### config.mk
export PLATFORM = sky130hd
export DESIGN_NAME = pp_operand_sequencer_flat
export DESIGN_NICKNAME = d
export VERILOG_FILES = /design/src/rtl/pp_operand_sequencer_if.sv /design/src/rtl/pp_operand_sequencer.sv /design/src/flat_wrapper.sv
export SDC_FILE = /design/constraint.sdc
export NUM_CORES = 1
export LEC_CHECK = 0
export ABC_AREA = 1
export BUFFER_PORTS_ARGS = -buffer_cell sky130_fd_sc_hd__buf_2
export CAP_MARGIN = 20
export CORE_ASPECT_RATIO = 0.6
export CORE_MARGIN = 2
export CORE_UTILIZATION = 47
export DETAILED_ROUTE_END_ITERATION = 7
export PLACE_DENSITY = 0.77
export SLEW_MARGIN = 5
export SYNTH_ARGS = -nofsm -noshare
export SYNTH_HDL_FRONTEND = slang
export SYNTH_SLANG_ARGS = --single-unit
### constraint.sdc
create_clock -name clk -period 1.1 [get_ports clk]
set_input_delay 0 -clock clk [delete_from_list [all_inputs] [get_ports clk]]
set_output_delay 0 -clock clk [all_outputs]
set_load 0.05 [all_outputs]
### src/rtl/pp_operand_sequencer_if.sv
// Operand-sequencer bus: start/operand request in, multiplier byte slices and status out.
interface pp_operand_sequencer_if;
   logic        start;
   logic        mode_32bit;
   logic [31:0] op_a;
   logic [31:0] op_b;
   logic [7:0]  mul1_a;
   logic [7:0]  mul1_b;
   logic [7:0]  mul2_a;
   logic [7:0]  mul2_b;
   logic        pp_valid;
   logic [3:0]  pp_index;
   logic        ready;
   logic        seq_done;

   modport master (
      output start, mode_32bit, op_a, op_b,
      input  mul1_a, mul1_b, mul2_a, mul2_b, pp_valid, pp_index, ready, seq_done
   );

   modport slave (
      input  start, mode_32bit, op_a, op_b,
      output mul1_a, mul1_b, mul2_a, mul2_b, pp_valid, pp_index, ready, seq_done
   );
endinterface

### src/rtl/pp_operand_sequencer.sv
// Latches one 32x32 or two 16x16 operand pairs and issues byte slices to the two
// 8x8 multipliers, one partial product per cycle, in lockstep with the accumulator.
module pp_operand_sequencer (
   input  logic                   clk,
   input  logic                   rst,
   pp_operand_sequencer_if.slave  bus
);
   localparam logic [1:0] S_IDLE  = 2'd0;
   localparam logic [1:0] S_ISSUE = 2'd1;
   localparam logic [1:0] S_HOLD  = 2'd2;

   logic [1:0]  state_q, state_d;
   logic [31:0] a_q, a_d;
   logic [31:0] b_q, b_d;
   logic        mode_q, mode_d;
   logic [3:0]  cnt_q, cnt_d;
   logic [3:0]  last_idx;
   logic        issue;

   assign last_idx = mode_q ? 4'd15 : 4'd3;
   assign issue    = (state_q == S_ISSUE);

   always_comb begin
      state_d = state_q;
      a_d     = a_q;
      b_d     = b_q;
      mode_d  = mode_q;
      cnt_d   = cnt_q;
      case (state_q)
         S_IDLE: begin
            if (bus.start) begin
               a_d     = bus.op_a;
               b_d     = bus.op_b;
               mode_d  = bus.mode_32bit;
               cnt_d   = 4'd0;
               state_d = S_ISSUE;
            end
         end
         S_ISSUE: begin
            // start is ignored here: a dropped start never aborts the sequence
            if (cnt_q == last_idx) begin
               cnt_d   = 4'd0;
               state_d = S_HOLD;
            end else begin
               cnt_d = cnt_q + 4'd1;
            end
         end
         S_HOLD: begin
            if (!bus.start) state_d = S_IDLE;
         end
         default: begin
            state_d = S_IDLE;
            cnt_d   = 4'd0;
         end
      endcase
   end

   always_ff @(posedge clk) begin
      if (!rst) begin
         state_q <= S_IDLE;
         a_q     <= 32'd0;
         b_q     <= 32'd0;
         mode_q  <= 1'b0;
         cnt_q   <= 4'd0;
      end else begin
         state_q <= state_d;
         a_q     <= a_d;
         b_q     <= b_d;
         mode_q  <= mode_d;
         cnt_q   <= cnt_d;
      end
   end

   // Multipliers are combinational, so slices are driven straight from the latches
   always_comb begin
      bus.mul1_a   = 8'd0;
      bus.mul1_b   = 8'd0;
      bus.mul2_a   = 8'd0;
      bus.mul2_b   = 8'd0;
      bus.pp_valid = issue;
      bus.pp_index = issue ? cnt_q : 4'd0;
      bus.ready    = (state_q == S_IDLE);
      bus.seq_done = (state_q == S_HOLD);
      if (issue) begin
         if (mode_q) begin
            bus.mul1_a = a_q[{cnt_q[1:0], 3'b000} +: 8];
            bus.mul1_b = b_q[{cnt_q[3:2], 3'b000} +: 8];
         end else begin
            bus.mul1_a = cnt_q[1] ? a_q[15:8]  : a_q[7:0];
            bus.mul1_b = cnt_q[0] ? b_q[15:8]  : b_q[7:0];
            bus.mul2_a = cnt_q[1] ? a_q[31:24] : a_q[23:16];
            bus.mul2_b = cnt_q[0] ? b_q[31:24] : b_q[23:16];
         end
      end
   end
endmodule

### src/flat_wrapper.sv
// flat-port wrapper written by rule: the top's interface ports become plain ports
module pp_operand_sequencer_flat 
  (clk, rst, bus_start, bus_mode_32bit, bus_op_a, bus_op_b, bus_mul1_a, bus_mul1_b, bus_mul2_a, bus_mul2_b, bus_pp_valid, bus_pp_index, bus_ready, bus_seq_done);
  pp_operand_sequencer_if bus_i ();
  input  logic clk;
  input  logic rst;
  input wire logic [$bits(bus_i.start)-1:0] bus_start;
  input wire logic [$bits(bus_i.mode_32bit)-1:0] bus_mode_32bit;
  input wire logic [$bits(bus_i.op_a)-1:0] bus_op_a;
  input wire logic [$bits(bus_i.op_b)-1:0] bus_op_b;
  output wire logic [$bits(bus_i.mul1_a)-1:0] bus_mul1_a;
  output wire logic [$bits(bus_i.mul1_b)-1:0] bus_mul1_b;
  output wire logic [$bits(bus_i.mul2_a)-1:0] bus_mul2_a;
  output wire logic [$bits(bus_i.mul2_b)-1:0] bus_mul2_b;
  output wire logic [$bits(bus_i.pp_valid)-1:0] bus_pp_valid;
  output wire logic [$bits(bus_i.pp_index)-1:0] bus_pp_index;
  output wire logic [$bits(bus_i.ready)-1:0] bus_ready;
  output wire logic [$bits(bus_i.seq_done)-1:0] bus_seq_done;
  assign bus_i.start = bus_start;
  assign bus_i.mode_32bit = bus_mode_32bit;
  assign bus_i.op_a = bus_op_a;
  assign bus_i.op_b = bus_op_b;
  assign bus_mul1_a = bus_i.mul1_a;
  assign bus_mul1_b = bus_i.mul1_b;
  assign bus_mul2_a = bus_i.mul2_a;
  assign bus_mul2_b = bus_i.mul2_b;
  assign bus_pp_valid = bus_i.pp_valid;
  assign bus_pp_index = bus_i.pp_index;
  assign bus_ready = bus_i.ready;
  assign bus_seq_done = bus_i.seq_done;
  pp_operand_sequencer u_core (.clk(clk), .rst(rst), .bus(bus_i));
endmodule
==> impl_metrics.tcl, run 1 <==
set metrics [dict create \
    die_w_um 118 \
    status "stopped before the end" \
    stop_error "[ERROR DPL-0038] Utilization greater than 100%, impossible to legalize" \
    postCtsSetupBuffers 22 \
    holdBufCountCts 65 \
    yosys_warnings 0 \
    place_area_um2 5000 \
    haltStage "clock tree synthesis" \
    start_util_pct 49.7 \
    io_pins 107 \
    synth-seq-area-share_pct 38.5 \
    port_buffers 106 \
    dp_hpwl_mm 9.15 \
    syn-num-nets 618 \
    cts_buffers 9 \
    postSynthAreaPerCell_um2 6.72 \
    place_congestion 0.953 \
    synth_flop_cell "dfxtp_1" \
    htree_num_levels 3 \
    num_rows 24 \
    yosysUniqueCellTypes 26 \
    numClockSinks 71 \
    synth_edf_count 0 \
    cts.path.max_buffers 2 \
    yosys_register_bits 71 \
    cts-root-buf "clkbuf_16" \
    synth.cell_area_um2 3690 \
    cts_resized 312 \
    syn_inst 549 \
    dieHeight_um 72.6 \
    async_flop_share_pct 0 \
]
## Yosys cell counts (2+ instances only)
library cell / count / area [µm²]
nand2_2: 2 / 12.5
buf_6: 15 / 169
o211ai_1: 14 / 105
o21ai_0: 81 / 405
inv_2: 3 / 11.3
or2_2: 8 / 50.1
inv_1: 20 / 75.1
dfxtp_1: 71 / 1420
nand3_1: 33 / 165
buf_2: 16 / 80.1
inv_4: 2 / 12.5
nor2_1: 135 / 507
nand2_1: 81 / 304
o21ai_1: 20 / 100
buf_4: 3 / 22.5
clkbuf_1: 5 / 18.8
a21oi_1: 31 / 155
## through the flow
| stage | hold WS, ns | instances | util [%] | worst slack, ns | setup TNS, ns |
|---|---|---|---|---|---|
| 2_1_floorplan | 0.146 | 549 | - | -0.200 | -17.00 |
| 3_3_place_gp | 0.234 | 784 | 67.5 | -0.221 | -9.09 |
| 3_5_place_dp | 0.242 | 784 | 67.5 | -0.267 | -12.23 |
## cells by family after synthesis
kind of cell	after synthesis	share of synthesized area [%]
AND/OR/NAND/NOR	263	29.1
XOR/XNOR	1	0.238
flip-flops	71	38.5
adder cells (fa/ha/maj)	1	0.339
buffers and inverters	66	10.8
AO/OA/AOI/OAI	147	21.0
==> run 2, diff against run 1 <==
Settings changed: CORE_ASPECT_RATIO 0.6 to default, CORE_UTILIZATION 47 to 40, PLACE_DENSITY 0.77 to default, PLACE_DENSITY_LB_ADDON from default to 0.15.
Clock period 1.1 ns to 1.4 ns, I/O delays scaled along.
==> run 2 against run 1 <==
Effect of this change:
- synthesized area did not move
- the flow now finishes, with violations (setup timing)
- synthesized cell count did not move
==> impl_metrics.tcl, run 2 <==
set metrics [dict create \
    status "finished with violations" \
    violations "setup timing" \
    finalWorstSetupSlack_ns -0.222 \
    syn-num-nets 618 \
    tightest_slew_ns 0.305 \
    die_w_um 100 \
    num_antenna_cells 0 \
    mostFrequentLayoutCells "125 x nor2_1, 74 x nand2_1, 71 x buf_2, 65 x dlygate4sd3_1, 64 x dfxtp_1" \
    worstSetupPathType "reg2out" \
    syn_to_final_growth_pct 70.9 \
    max_slew_margin_pct 79.4 \
    htree_num_levels 3 \
    grt_usage_pct 24.7 \
    final_util_pct 69.2 \
    port_buffers 106 \
    coreArea_um2 9110 \
    hold_viol 0 \
    cts.path.max_buffers 2 \
    grt_use_met1_pct 33.0 \
    yosys.area.top_type_share_pct 38.5 \
    numClockSinks 71 \
    rsz0062_at_grt "true" \
    drc 0 \
    synth_common_cells "135 x nor2_1, 81 x nand2_1, 81 x o21ai_0" \
    synthMostInstantiatedCell "nor2_1" \
    dp_slack_ns 0.0364 \
    synth_flop_cell "dfxtp_1" \
    synth.cell_area_um2 3690 \
    yosysTopAreaCell "dfxtp_1" \
    grt_max_degree 68 \
    dp_hpwl_mm 7.67 \
    setup_violations 32 \
    use_met2_pct 40.2 \
    synth-seq-area-share_pct 38.5 \
    power-per-cell-area_nw_per_um2 953 \
    vias_per_cell 5.27 \
    cp_max_fo 8 \
    yosysUniqueCellTypes 26 \
    top_regs "u_core.a_q (32), u_core.b_q (32), u_core.cnt_q (4)" \
    ys_top_cells_by_area "dfxtp_1 39%, nor2_1 14%, o21ai_0 11%, nand2_1 8.2%, buf_6 4.6%" \
    num_rows 35 \
    start_util_pct 40.5 \
    place_congestion 0.855 \
    layout-drive-gt1-share_pct 36.4 \
    postSynthAreaPerCell_um2 6.72 \
    critPathRequiredTime_ns 1.40 \
    hold_ws_ns 0.00583 \
    hold_class "in2reg" \
    finalClockSkew_ns 0.00898 \
    busiest_layer "met2" \
    io_pins 107 \
    tritoncts "yes" \
    report.final.slew_viol_count 0 \
    cp-start-kind "register" \
    antenna_left 0 \
    finalPower_w 0.00601 \
    design_area_um2 6300 \
    clk_pin_slew_ns 0.08 \
    via_count 4531 \
    peakVddDrop_mv 0.500 \
    fmax_ghz 0.616 \
    async_flop_share_pct 0 \
    place_area_um2 4420 \
    grt_pass1_vias 4161 \
    clkLatencyLatePin_ns 0.35 \
    cts-root-buf "clkbuf_8" \
    final_common_cell "nor2_1" \
    syn_inst 549 \
    dieArea_um2 10000 \
    worst-endpoint-arrival_ns 1.62 \
    first_pass_iters 5 \
    wl_per_cell_um 16.2 \
    period_share_pct 116 \
    nets 812 \
    grt_pass1_wl_mm 19.6 \
    grt_use_met3_pct 3.34 \
    cts_buffers 9 \
    maxCapViolCount 0 \
    endpoint_kind "output pin" \
    yosys_register_bits 71 \
    grt_antenna_before_repair 0 \
    timing.final.crit_period_ns 1.62 \
    grt_overflow_total 0 \
    yosys_warnings 0 \
    p_leak_nw 2.69 \
    dieHeight_um 100 \
    first_iter_violations 235 \
    synth_edf_count 0 \
    wl_mm 13.9 \
]
==> run 2: cell counts after synthesis <==
Identical to the previous run, type by type.
==> run 2: critical path, cell delays in order (launching register included) <==
cell and delay (ns):
dfxtp_2 0.34, inv_2 0.08, nand2_4 0.09, inv_4 0.10, nand2_8 0.10, buf_4 0.17
o21ai_2 0.19, buf_6 0.19
==> run 2: metrics by stage <==
stage	setup TNS, ns	cells
global route	-6.50	859
floorplan	-6.45	549
CTS	-2.89	844
global placement	0	752
finish	-4.53	859
detailed placement	0	752
==> run 2: cell families (layout without fill, tap and decap cells) <==
kind of cell	Yosys count	after routing	share of synthesized area [%]
xor gates and xnor gates	1	1	0.238
buffers and inverters	66	263	10.8
AOI/OAI and AO/OA	147	147	21.0
adders and majority gates	1	1	0.339
DFF	71	71	38.5
and+or+nand+nor	263	265	29.1
==> run 2: path summary, 6_finish.rpt <==
| check | slack, ns | cells after the start | to | from |
|---|---|---|---|---|
| max reg2reg | 0 | 6 | u_core.a_q[17] | u_core.state_q[0] |
| min reg2reg | 0.48 | 2 | u_core.b_q[15] | u_core.b_q[15] |
| max | -0.22 | 7 | bus_mul1_a[1] | u_core.state_q[1] |
| min | 0.006 | 3 | u_core.mode_q | bus_mode_32bit |
==> run 2: metal layers <==
metal	vias to the layer above	wire length (µm)
met1	2065	5790
met2	216	6690
met5	-	0
met3	46	973
met4	0	449
li1	2204	-
==> run 2: repair_timing <==
item / CTS / global route
buffers inserted: 9 / 10
gates resized for setup: 132 / 98
hold buffers: 65 / 0
pin swaps: 15 / 20
endpoints found under the hold margin: 65 / 0
setup endpoints to repair: 34 / 66
cloned: 2 / 5
==> run 2: report_power, final <==
part / internal, W / switching [W] / total, W / leakage, nW
logic: 0.000719 / 0.000922 / 0.00164 / 1.98
registers: 0.00218 / 0.000152 / 0.00233 / 0.592
clock network: 0.00119 / 0.000840 / 0.00203 / 0.120
==> run 2: cell type report <==
type	count	area [µm²]
Clock buffer	9	124
Clock inverter	7	120
Fill cell	722	2810
Inverter	26	119
Multi-Input combinational cell	414	2340
Sequential cell	71	1440
Tap cell	111	139
Timing Repair Buffer	221	2020
No activity file was read; power rests on OpenSTA's default activity.
==> run 3, diff against run 2 <==
Settings changed: CELL_PAD_IN_SITES_DETAIL_PLACEMENT from default to 1, CELL_PAD_IN_SITES_GLOBAL_PLACEMENT from default to 2, CORE_UTILIZATION 40 to 27, REMOVE_ABC_BUFFERS from default to 1.
==> run 3 against run 2 <==
Effect of this change:
- the flow still finishes with violations (setup timing)
- fmax up 6.1%
- highest routed layer unchanged
- critical endpoint is now bus_mul1_a[2]
- first-iteration DRC count down 16%
- register-to-register slack better by 0.07 ns
- largest power group is now clock
- wire length up 8.3%
- clock power up 18%
- via count down 3.0%
==> impl_metrics.tcl, run 3 (synthesized netlist as in run 2, its figures left out) <==
set metrics [dict create \
    dieHeight_um 121 \
    grt_use_met3_pct 3.10 \
    wl_per_cell_um 16.4 \
    drc 0 \
    cp_max_fo 5 \
    violations "setup timing" \
    status "finished with violations" \
    finalWorstSetupSlack_ns -0.129 \
    nets 809 \
    worst_r2r_path_depth 6 \
    grt_use_met1_pct 24.5 \
    io_pins 107 \
    maxCapViolCount 0 \
    swShare_pct 30.5 \
    grt_pass1_wl_mm 23.3 \
    top_regs "u_core.a_q (32), u_core.b_q (32), u_core.cnt_q (4)" \
    layout-drive-gt1-share_pct 34.6 \
    seqPwrFrac_pct 36.0 \
    worst-endpoint-arrival_ns 1.53 \
    seqCellArea_um2 1440 \
    worstSetupPathType "reg2out" \
    syn_to_final_growth_pct 74.2 \
    via_count 4394 \
    tightest_slew_ns 0.408 \
    netSwitchingPower_w 0.00196 \
    dp.cells 815 \
    grt_overflow_total 0 \
    die_w_um 121 \
    fill_cells 1647 \
    dieArea_um2 14600 \
    grt_antenna_before_repair 0 \
    use_met2_pct 36.8 \
    setup_violations 32 \
    grt_pass1_vias 4614 \
    combPwrFrac_pct 26.6 \
    p_int_w 0.00447 \
    p_leak_nw 2.71 \
    grt_usage_pct 20.4 \
    holdPathStages 3 \
    finalClockSkew_ns 0.00404 \
    hold_ws_ns 0.112 \
    clkLatencyLatePin_ns 0.34 \
    busiest_layer "met2" \
    first_pass_iters 4 \
    tritoncts "yes" \
    htree_num_levels 3 \
    multi_input_area_um2 2280 \
    report.final.slew_viol_count 0 \
    cts_buffers 9 \
    endpoint_kind "output pin" \
    max_slew_margin_pct 72.8 \
    dp_hpwl_mm 8.87 \
    num_rows 42 \
    start_util_pct 27.7 \
    fmax_ghz 0.654 \
    vias_per_cell 4.77 \
    place_area_um2 4440 \
    mostFrequentLayoutCells "130 x nor2_1, 74 x nand2_1, 71 x buf_2, 66 x dlygate4sd3_1, 64 x dfxtp_1" \
    antenna_left 0 \
    clk_pin_slew_ns 0.06 \
    place_congestion 0.756 \
    power-per-cell-area_nw_per_um2 1000 \
    peakVddDrop_mv 0.448 \
    final_common_cell "nor2_1" \
    numClockSinks 71 \
    clock_power_share_pct 37.4 \
    cts.path.max_buffers 2 \
    timing.final.crit_period_ns 1.53 \
    cp-start-kind "register" \
    first_iter_violations 198 \
    cts-root-buf "clkbuf_16" \
    hold_class "in2reg" \
    rsz0062_at_grt "true" \
    critPathRequiredTime_ns 1.40 \
    wl_mm 15.1 \
    hold_viol 0 \
    instances_no_fill 921 \
    num_antenna_cells 0 \
    period_share_pct 109 \
    port_buffers 106 \
    coreArea_um2 13300 \
    grt_max_degree 45 \
    design_area_um2 6420 \
]
==> run 3: cell types whose count changed in the layout (fill, tap and decap cells not counted), sizes merged, moves of 2 or more <==
cell | previous run | this run
clkinvlp | 2 | 0
nand2 | 85 | 87
buf | 152 | 148
bufinv | 3 | 1
clkbuf | 13 | 15
==> run 3: final timing paths <==
path                      from              end  slack, ns
max            u_core.cnt_q[1]    bus_mul1_a[2]      -0.13
min                        rst  u_core.cnt_q[2]       0.11
max reg2reg  u_core.state_q[1]   u_core.a_q[10]       0.07
min reg2reg      u_core.b_q[4]    u_core.b_q[4]       0.48
==> run 3: worst max-delay path, stage by stage, from the launching register on <==
cell	delay (ns)
dfxtp_4	0.40
buf_12	0.12
buf_16	0.11
buf_8	0.10
nand2_4	0.04
nand3_1	0.07
nand3_1	0.08
o21ai_2	0.08
buf_6	0.18
==> run 3: what timing repair did <==
action / CTS / global route
endpoints found under the setup margin: 35 / 70
hold buffers: 66 / 0
pin swaps: 20 / 17
setup buffers: 12 / 5
gates resized for setup: 178 / 50
cloned: 6 / 1
endpoints found under the hold margin: 66 / 0
==> run 3: area by class of cell <==
class | count | share of cell area, %
Clock inverter | 3 | 0.623
Multi-Input combinational cell | 415 | 35.5
Tap cell | 176 | 3.43
Sequential cell | 71 | 22.4
Inverter | 26 | 1.91
Timing Repair Buffer | 217 | 31.9
Clock buffer | 13 | 4.21
==> run 3: metal layers <==
metal  share of wire, %  wire (µm)
met3                3.3        495
met2                 51       7640
met4                2.0        298
met1                 44       6630
met5                  0          0
==> run 3: per-stage QoR <==
step / total power, W / setup WS, ns / utilization (%) / setup TNS (ns)
floorplan: 0.00303 / -0.925 / - / -71.56
global placement: 0.00348 / 0.0680 / 33.4 / 0
detailed placement: 0.00351 / 0.0339 / 33.4 / 0
CTS: 0.00642 / -0.140 / 46.8 / -1.91
global route: 0.00675 / -0.181 / 48.3 / -3.69
finish: 0.00643 / -0.129 / 48.3 / -1.90
==> run 3: power by group through the flow <==
| stage | clock (W) | sequential, W | combinational, W |
|---|---|---|---|
| finish | 0.00240 | 0.00231 | 0.00171 |
| global route | 0.00255 | 0.00234 | 0.00186 |
| CTS | 0.00247 | 0.00231 | 0.00164 |
| detailed placement | 0 | 0.00234 | 0.00117 |
| global placement | 0 | 0.00233 | 0.00115 |
| floorplan | 0 | 0.00233 | 0.000701 |
